==> config.mk <==
export PLATFORM = sky130hd
export DESIGN_NAME = my_cmd_decoder_flat
export DESIGN_NICKNAME = d
export VERILOG_FILES = /design/src/rtl/my_cmd_decoder_if.sv /design/src/rtl/my_cmd_decoder.sv /design/src/flat_wrapper.sv
export SDC_FILE = /design/constraint.sdc
export NUM_CORES = 1
export LEC_CHECK = 0
export ABC_AREA = 1
export BUFFER_PORTS_ARGS = -buffer_cell sky130_fd_sc_hd__buf_2
export CAP_MARGIN = 20
export CORE_ASPECT_RATIO = 0.8
export CORE_MARGIN = 5
export CORE_UTILIZATION = 61
export DETAILED_ROUTE_END_ITERATION = 8
export PLACE_DENSITY = 0.84
export SETUP_SLACK_MARGIN = 0.2
export SLEW_MARGIN = 40
export SYNTH_ARGS = -nofsm -noshare
export SYNTH_HDL_FRONTEND = slang
export SYNTH_SLANG_ARGS = --single-unit
==> constraint.sdc <==
create_clock -name CLKP4 -period 2.3 [get_ports CLKP4]
set_clock_uncertainty 0.15 [all_clocks]
set_input_delay 0.23 -clock CLKP4 [delete_from_list [all_inputs] [get_ports CLKP4]]
set_output_delay 0.23 -clock CLKP4 [all_outputs]
set_load 0.05 [all_outputs]
==> src/rtl/my_cmd_decoder_if.sv <==
// my_cmd_decoder_if: byte input and decoded command output of the command framer.
//   DataOut/DataReady : byte and byte-ready level from the UART receiver
//   Cmd/Arg           : last valid command byte and 16-bit argument
//   CmdValid/CmdError : one-cycle strobes for a decoded frame / a dropped frame
//   Busy              : frame in progress
// master: receiver + capture control side; slave: the decoder.
interface my_cmd_decoder_if;
    logic [7:0]  DataOut;
    logic        DataReady;
    logic [7:0]  Cmd;
    logic [15:0] Arg;
    logic        CmdValid;
    logic        CmdError;
    logic        Busy;

    modport master (
        output DataOut,
        output DataReady,
        input  Cmd,
        input  Arg,
        input  CmdValid,
        input  CmdError,
        input  Busy
    );

    modport slave (
        input  DataOut,
        input  DataReady,
        output Cmd,
        output Arg,
        output CmdValid,
        output CmdError,
        output Busy
    );
endinterface

==> src/rtl/my_cmd_decoder.sv <==
// my_cmd_decoder: locates a sync byte in the UART byte stream and assembles a
// fixed-length command frame (cmd, argL, argH[, chk]), presenting the result as
// a one-cycle CmdValid strobe. Stalled frames (and bad checksums) raise CmdError.
//   CLKP4 : 4x-baud clock shared with the receiver
//   RSTn  : asynchronous active-low reset
//   EN    : decoder enable; low forces IDLE and holds Cmd/Arg
//   bus   : my_cmd_decoder_if.slave (DataOut/DataReady in, Cmd/Arg/strobes/Busy out)
// Build option: define MY_CMD_CHECKSUM_EN for the 5-byte frame with checksum.
module my_cmd_decoder #(
    parameter logic [7:0]  SYNC_BYTE = 8'hAA,
    parameter int unsigned TIMEOUT   = 40000,
    parameter int unsigned TOUT_W    = 16
) (
    input  logic             CLKP4,
    input  logic             RSTn,
    input  logic             EN,
    my_cmd_decoder_if.slave  bus
);

    localparam logic [TOUT_W-1:0] TOUT_LAST = TOUT_W'(TIMEOUT - 1);

`ifdef MY_CMD_CHECKSUM_EN
    typedef enum logic [2:0] {
        S_IDLE = 3'd0,
        S_CMD  = 3'd1,
        S_ARGL = 3'd2,
        S_ARGH = 3'd3,
        S_CHK  = 3'd4
    } state_t;
`else
    typedef enum logic [2:0] {
        S_IDLE = 3'd0,
        S_CMD  = 3'd1,
        S_ARGL = 3'd2,
        S_ARGH = 3'd3
    } state_t;
`endif

    state_t            state_q, state_d;
    logic              dr_prev_q;
    logic [TOUT_W-1:0] cnt_q, cnt_d;
    logic [7:0]        cmd_reg_q, cmd_reg_d;
    logic [7:0]        argl_q, argl_d;
`ifdef MY_CMD_CHECKSUM_EN
    logic [7:0]        argh_q, argh_d;
`endif
    logic [7:0]        cmd_q, cmd_d;
    logic [15:0]       arg_q, arg_d;
    logic              valid_q, valid_d;
    logic              error_q, error_d;
    logic              busy_q, busy_d;
    logic              byte_stb;
    logic              tout_hit;

    // One strobe per byte: rising edge of the receiver's ready level.
    assign byte_stb = bus.DataReady & ~dr_prev_q;
    assign tout_hit = (cnt_q == TOUT_LAST);

    // State and data registers.
    always_ff @(posedge CLKP4 or negedge RSTn) begin
        if (!RSTn) begin
            state_q   <= S_IDLE;
            dr_prev_q <= 1'b0;
            cnt_q     <= '0;
            cmd_reg_q <= 8'h00;
            argl_q    <= 8'h00;
`ifdef MY_CMD_CHECKSUM_EN
            argh_q    <= 8'h00;
`endif
            cmd_q     <= 8'h00;
            arg_q     <= 16'h0000;
            valid_q   <= 1'b0;
            error_q   <= 1'b0;
            busy_q    <= 1'b0;
        end else begin
            state_q   <= state_d;
            // Tracks DataReady even when disabled so EN rising mid-byte is silent.
            dr_prev_q <= bus.DataReady;
            cnt_q     <= cnt_d;
            cmd_reg_q <= cmd_reg_d;
            argl_q    <= argl_d;
`ifdef MY_CMD_CHECKSUM_EN
            argh_q    <= argh_d;
`endif
            cmd_q     <= cmd_d;
            arg_q     <= arg_d;
            valid_q   <= valid_d;
            error_q   <= error_d;
            busy_q    <= busy_d;
        end
    end

    // Next-state, frame assembly and strobe generation.
    always_comb begin
        state_d   = state_q;
        cnt_d     = cnt_q + TOUT_W'(1);
        cmd_reg_d = cmd_reg_q;
        argl_d    = argl_q;
`ifdef MY_CMD_CHECKSUM_EN
        argh_d    = argh_q;
`endif
        cmd_d     = cmd_q;
        arg_d     = arg_q;
        valid_d   = 1'b0;
        error_d   = 1'b0;

        if (state_q == S_IDLE) begin
            cnt_d = '0;
        end

        if (!EN) begin
            state_d = S_IDLE;
            cnt_d   = '0;
        end else if (byte_stb) begin
            // A byte arriving on the terminal count still wins over the timeout.
            cnt_d = '0;
            case (state_q)
                S_IDLE: begin
                    if (bus.DataOut == SYNC_BYTE) begin
                        state_d = S_CMD;
                    end
                end
                S_CMD: begin
                    cmd_reg_d = bus.DataOut;
                    state_d   = S_ARGL;
                end
                S_ARGL: begin
                    argl_d  = bus.DataOut;
                    state_d = S_ARGH;
                end
`ifdef MY_CMD_CHECKSUM_EN
                S_ARGH: begin
                    argh_d  = bus.DataOut;
                    state_d = S_CHK;
                end
                S_CHK: begin
                    if (bus.DataOut == (cmd_reg_q ^ argl_q ^ argh_q)) begin
                        cmd_d   = cmd_reg_q;
                        arg_d   = {argh_q, argl_q};
                        valid_d = 1'b1;
                    end else begin
                        error_d = 1'b1;
                    end
                    state_d = S_IDLE;
                end
`else
                S_ARGH: begin
                    cmd_d   = cmd_reg_q;
                    arg_d   = {bus.DataOut, argl_q};
                    valid_d = 1'b1;
                    state_d = S_IDLE;
                end
`endif
                default: begin
                    state_d = S_IDLE;
                end
            endcase
        end else if ((state_q != S_IDLE) && tout_hit) begin
            state_d = S_IDLE;
            cnt_d   = '0;
            error_d = 1'b1;
        end

        busy_d = (state_d != S_IDLE);
    end

    assign bus.Cmd      = cmd_q;
    assign bus.Arg      = arg_q;
    assign bus.CmdValid = valid_q;
    assign bus.CmdError = error_q;
    assign bus.Busy     = busy_q;

endmodule
==> src/flat_wrapper.sv <==
// flat-port wrapper written by rule: the top's interface ports become plain ports
module my_cmd_decoder_flat 
#(
    parameter logic [7:0]  SYNC_BYTE = 8'hAA,
    parameter int unsigned TIMEOUT   = 40000,
    parameter int unsigned TOUT_W    = 16
)
  (CLKP4, RSTn, EN, bus_DataOut, bus_DataReady, bus_Cmd, bus_Arg, bus_CmdValid, bus_CmdError, bus_Busy);
  my_cmd_decoder_if bus_i ();
  input  logic CLKP4;
  input  logic RSTn;
  input  logic EN;
  input wire logic [$bits(bus_i.DataOut)-1:0] bus_DataOut;
  input wire logic [$bits(bus_i.DataReady)-1:0] bus_DataReady;
  output wire logic [$bits(bus_i.Cmd)-1:0] bus_Cmd;
  output wire logic [$bits(bus_i.Arg)-1:0] bus_Arg;
  output wire logic [$bits(bus_i.CmdValid)-1:0] bus_CmdValid;
  output wire logic [$bits(bus_i.CmdError)-1:0] bus_CmdError;
  output wire logic [$bits(bus_i.Busy)-1:0] bus_Busy;
  assign bus_i.DataOut = bus_DataOut;
  assign bus_i.DataReady = bus_DataReady;
  assign bus_Cmd = bus_i.Cmd;
  assign bus_Arg = bus_i.Arg;
  assign bus_CmdValid = bus_i.CmdValid;
  assign bus_CmdError = bus_i.CmdError;
  assign bus_Busy = bus_i.Busy;
  my_cmd_decoder #(.SYNC_BYTE(SYNC_BYTE), .TIMEOUT(TIMEOUT), .TOUT_W(TOUT_W)) u_core (.CLKP4(CLKP4), .RSTn(RSTn), .EN(EN), .bus(bus_i));
endmodule
======== Yosys cells after proc, flatten, opt, wreduce, memory -nomap -nowiden ========
Index checks and enable logic that the tools add are counted.
storage, ports and cells
  word-level logic and storage cells ...... 40
  output and inout port bits .............. 27
  input bits .............................. 12
  bits in registers ....................... 63
cells by class
  mux-type cells .......................... 15
  reduce and logical (&&, ||, !) cells .... 7
  bitwise operators ....................... 2
  equal/unequal tests ..................... 5
  $add $sub $neg .......................... 1
operator list
  kind                     number
  $mux W16                 4
  $add A16 B1 Y16 const B  1
  $eq A16 B16 Y1 const B   1
  $mux W3                  4
  $pmux W3 S3              1
  $reduce_and A3 Y1        3
  $eq A8 B8 Y1 const B     1
  $eq A3 B2 Y1 const B     2
  $mux W1                  6
  $reduce_bool A3 Y1       2
  $eq A3 B1 Y1 const B     1
  $logic_not A3 Y1         1
  $and A1 B1 Y1            1
  $logic_and A1 B1 Y1      1
  $not A1 Y1               1

======== Logic depth before layout (Yosys ltp) ========
  depth in word-level cells ............... 6
  gate-level depth with buffers ........... 9
  gate-level depth less buffers ........... 9

======== Least setup slack after synthesis ========
No wires, ideal clock.
  path kind ............................... flip-flop to flip-flop
  from .................................... register u_core.cnt_q[0]
  to ...................................... register u_core.cnt_q[10]
  setup time .............................. 0.119 ns
  clock period less this slack ............ 1.500 ns
  setup slack ............................. 0.800 ns
  arrival time ............................ 1.231 ns
  required time ........................... 2.031 ns
  path buffers ............................ 0
  cell stages (with the launch flop) ...... 8
  path through ............................ dfrtp_1 > ha_1 > nand3_2 > nor3_4 > nand2_2 > nor2_4 > nor2_1 > and2_1
on the way
  word-level cells in the longest chain between the ends .. 5
  elaborated cells between the ends (all ways) .. 7
  classes of those cells .................. add/sub (1); eq/ne (1); mux (4); reduce/logical (1)
RTL lines
  element                                            line                                          RTL
  start, declared                                    my_cmd_decoder.sv:41                          logic [TOUT_W-1:0] cnt_q, cnt_d;
  start signal, assigned                             my_cmd_decoder.sv:79                          cnt_q <= cnt_d;
  $add A16 B1 Y16 or $eq A16 B16 Y1 (tied branches)  my_cmd_decoder.sv:96, my_cmd_decoder.sv:57
  $mux W16 or $logic_and A1 B1 Y1 (tied branches)    my_cmd_decoder.sv:107, my_cmd_decoder.sv:158
  $mux W16 (*)                                       my_cmd_decoder.sv:158                         end else if ((state_q != S_IDLE) && tout_hit) begin
  $mux W16 (*)                                       my_cmd_decoder.sv:114                         end else if (byte_stb) begin
  $mux W16 (*)                                       my_cmd_decoder.sv:111                         if (!EN) begin
  net u_core.cnt_d[10]                               my_cmd_decoder.sv:41
Mark *: on every way through the listed nets, which the timed path passes. The rest lies on a longest branch.
A chain may end at the register's enable or synchronous reset.

======== Final worst setup path ========
  from .................................... input port bus_DataReady
  to ...................................... register u_core.argl_q[0]
on the way
  word-level cells in the longest chain between the ends .. 2
RTL lines
  element                      line                  RTL
  start, declared              flat_wrapper.sv:14    input wire logic [$bits(bus_i.DataReady)-1:0] bus_DataReady;
  $and A1 B1 Y1                my_cmd_decoder.sv:56  assign byte_stb = bus.DataReady & ~dr_prev_q;
  $reduce_and A3 Y1 (no line)  --
  end signal, assigned         my_cmd_decoder.sv:81  argl_q <= argl_d;
  end, declared                my_cmd_decoder.sv:43  logic [7:0] argl_q, argl_d;
No other way between the ends.

==> key figures <==
Power
  • Peak VDD IR: 0.484 mV
  • Pwr dens: 734 mW/mm^2
  • Total power after layout: 2340 uW
  • Pleak: 0.00170 uW

STA
  • Final setup fails: 0
  • Crit path time final: 1910 ps
  • Normalized max-slew margin: 64.0%
  • Slew @ Worst Pin: 538 ps
  • Fin. max-slew vios: 0
  • Worst setup margin: 394 ps
  • Final hold violation count: 0
  • Final Cycle Share: 82.9%
  • Fin Setup TNS: 0 ps
  • Setup repair after global routing missed its margin: false
  • Fmax: 0.525 GHz

Layout
  • Antenna Cells: 0
  • Share of layout cells above drive strength 1: 23.4%
  • Area Growth Syn to Fin: 14.8%
  • Nets@finish: 362
  • Finished Core Util: 71.0%

Drt
  • Final wirelength: 5280 um
  • Met1 wire length: 2410 um
  • Antenna-violating nets left: 0
  • DRC Markers: 0
  • Routed wl met3: 329 um
  • Starting DRC count in detailed routing: 133
  • Drt pass-1 iters: 4
  • Metal2 WL: 2480 um
  • Total number of vias: 2076
  • WL/cell: 12.8 um
  • Via density: 5.05
  • Highest metal used: met4

Critical path
  • Slowest CP cell: dlygate4sd3_1
  • Worst Path Buf+Inv: 4
  • Critical Path Source: bus_DataReady
  • CP Capture Type: flop
  • Critical path depth: 9
  • R2r endpoint: u_core.cnt_q[15]
  • Register-to-register setup slack: 500 ps
  • Arrival @ worst endpoint: 1960 ps
  • Crit path max-delay family: simple AND/OR/NAND/NOR gates
  • Crit Path Max Fanout: 16
  • CP Data Required Time: 2350 ps
  • Worst path cell trace: dlygate4sd3_1 -> buf_2 -> inv_1 -> nor2_4 -> inv_2 -> nor2_8 -> nand4_2 -> nand2_1 -> o21ai_2
  • Critical path class: in2reg
  • Worst reg2reg path depth: 8
  • Worst r2r src: u_core.cnt_q[0]
  • Setup crit start kind: primary input
  • Critical path destination: u_core.argl_q[0]
  • CP max stage delay: 520 ps

Placement
  • Place WS: 509 ps
  • Gpl congestion: 0.806
  • Port Buf Inserts: 38
  • Dpl hpwl: 3820 um

Clock tree
  • Root cell of the clock tree: clkbuf_8
  • CTS tree: yes
  • Post-CTS Setup Bufs: 0
  • Clock latency on the worst-skew pair: 330 ps
  • CTS Buf Count: 9
  • Post-cts resize count: 0
  • Hold_buf cts: 2
  • CTS Sinks: 63
  • CTS H-tree lvls: 3
  • Clock slew at reported path FFs: 60 ps
  • Longest Clk Path Bufs: 2

Synth
  • Area of the mapped netlist: 0.00278 mm^2
  • Asr flop ratio synth: 100%
  • Post-synth EDFFs: 0
  • Synth area leaders: dfrtp_1, nand2_1, inv_1, nor2_1, o21ai_1
  • Sequential area share after synthesis: 56.8%
  • Top-count cell post-synth: nand2_1
  • Most used DFF post-synth: dfrtp_1
  • Netlist cell types: 31
  • Ys Warns: 0
  • #FFs+latches synth: 63
  • Synth Net Count: 316
  • Synth Instances: 303
  • Area leader, netlist: dfrtp_1
  • Top-area cell type share of the netlist area: 56.8%
  • Commonest cells post-synth: nand2_1, dfrtp_1, inv_1
  • Synth Area per Inst: 9.16 um^2

Floorplan
  • Core area: 0.00449 mm^2
  • Die area: 0.00601 mm^2
  • Starting density of the core: 61.9%
  • Die Ht: 70.3 um
  • DIE WIDTH: 85.4 um
  • Std-Cell Rows: 22
  • Num ports: 39

Global routing
  • Largest net degree at the start of global routing: 43
  • Gr usage total: 19.9%
  • Initial antenna violation count: 0
  • First-pass GRT wire length: 9270 um
  • Vias in the first global route: 2043
  • Overflow left after global routing: 0

Worst hold path
  • Hold depth: 3
  • Hold Crit Class: in2reg

Status
  • Run status: finished clean

Run
  • Max Cap Violations: 0
-- cells in the final DEF, fill, tap and decap left out --
cell type and instances:
inv_2 3, nand3_2 3, a21oi_1 4, nor2_1 27, nor3_1 3, nand4_4 1
o21ai_1 16, nand4_2 1, nor2_4 3, clkbuf_8 10, nor3_4 1, dfrtp_1 63
nor4_1 1, xor2_1 2, clkinv_2 3, nor2_8 1, o211ai_1 1, dlygate4sd3_1 2
nor3b_2 1, nand2_2 5, nor3_2 2, inv_1 29, ha_1 1, clkbuf_1 1
buf_12 1, buf_4 1, o21ai_2 8, xnor2_1 4, buf_2 38, nand2_1 102
o21bai_1 2, and3_1 1, nand3_1 8, a31oi_1 1, and2_1 1
-- worst reg2reg max path: cells and delay by family (launching register included) --
family | cells | cell delay (ps)
buffers and inverters | 1 | 130
AND/OR/NAND/NOR | 6 | 850
adder cells (fa/ha/maj) | 1 | 210
flip-flops | 1 | 360
-- worst min path at each step --
stage                              start           endpoint  slack [ps]
final                     bus_DataOut[5]   u_core.argl_q[5]          70
after global routing      bus_DataOut[7]   u_core.argl_q[7]          50
after CTS                 bus_DataOut[5]   u_core.argl_q[5]          60
after detailed placement            RSTn  u_core.bus.Arg[6]          80
after global placement              RSTn  u_core.bus.Arg[3]          70
after floorplan                     RSTn   u_core.argl_q[0]        -220
-- cells by family (layout without fill, tap and decap cells) --
kind of cell / count (synthesis) / after routing / synth area share, %
compound gates: 32 / 32 / 7.17
xor+xnor: 6 / 6 / 1.89
fa+ha+maj: 1 / 1 / 0.451
buf+inv: 40 / 88 / 6.45
flops: 63 / 63 / 56.8
simple gates: 161 / 161 / 27.2
-- power by group --
part | total (uW) | switching [uW] | internal [uW]
Sequential | 1260 | 56.7 | 1210
Clock | 772 | 373 | 398
Combinational | 305 | 213 | 91.4
-- per-layer routing --
| metal | track usage, % | vias to the layer above |
|---|---|---|
| li1 | - | 1033 |
| met1 | 26.2 | 977 |
| met2 | 30.4 | 58 |
| met3 | 8.14 | 8 |
| met4 | 5.10 | 0 |
| met5 | 0 | - |
-- metrics by stage --
| step | hold slack [ps] | instances | area, um^2 |
|---|---|---|---|
| 3_3_place_gp | 72.0 | 396 | 3010 |
| 3_5_place_dp | 84.5 | 396 | 3010 |
| 2_1_floorplan | -216 | 303 | 2780 |
| 5_1_grt | 48.1 | 411 | 3190 |
| 4_1_cts | 56.9 | 411 | 3190 |
| 6_report | 67.4 | 411 | 3190 |
-- layout make-up --
class,instances,area (um^2)
Tap cell,60,75.1
Timing Repair Buffer,42,238
Fill cell,369,1300
Inverter,33,125
Sequential cell,63,1580
Multi-Input combinational cell,200,1020
Clock buffer,11,141
Clock inverter,2,10.0
-- sequential cells by signal, summed over array words and instances (netlist names) --
name                 count
u_core.argl_q            8
u_core.bus.CmdError      1
u_core.bus.Cmd           8
u_core.cmd_reg_q         8
u_core.bus.CmdValid      1
u_core.bus.Arg          16
u_core.dr_prev_q         1
u_core.cnt_q            16
u_core.state_q           3
u_core.bus.Busy          1
No activity file was read; power rests on OpenSTA's default activity.
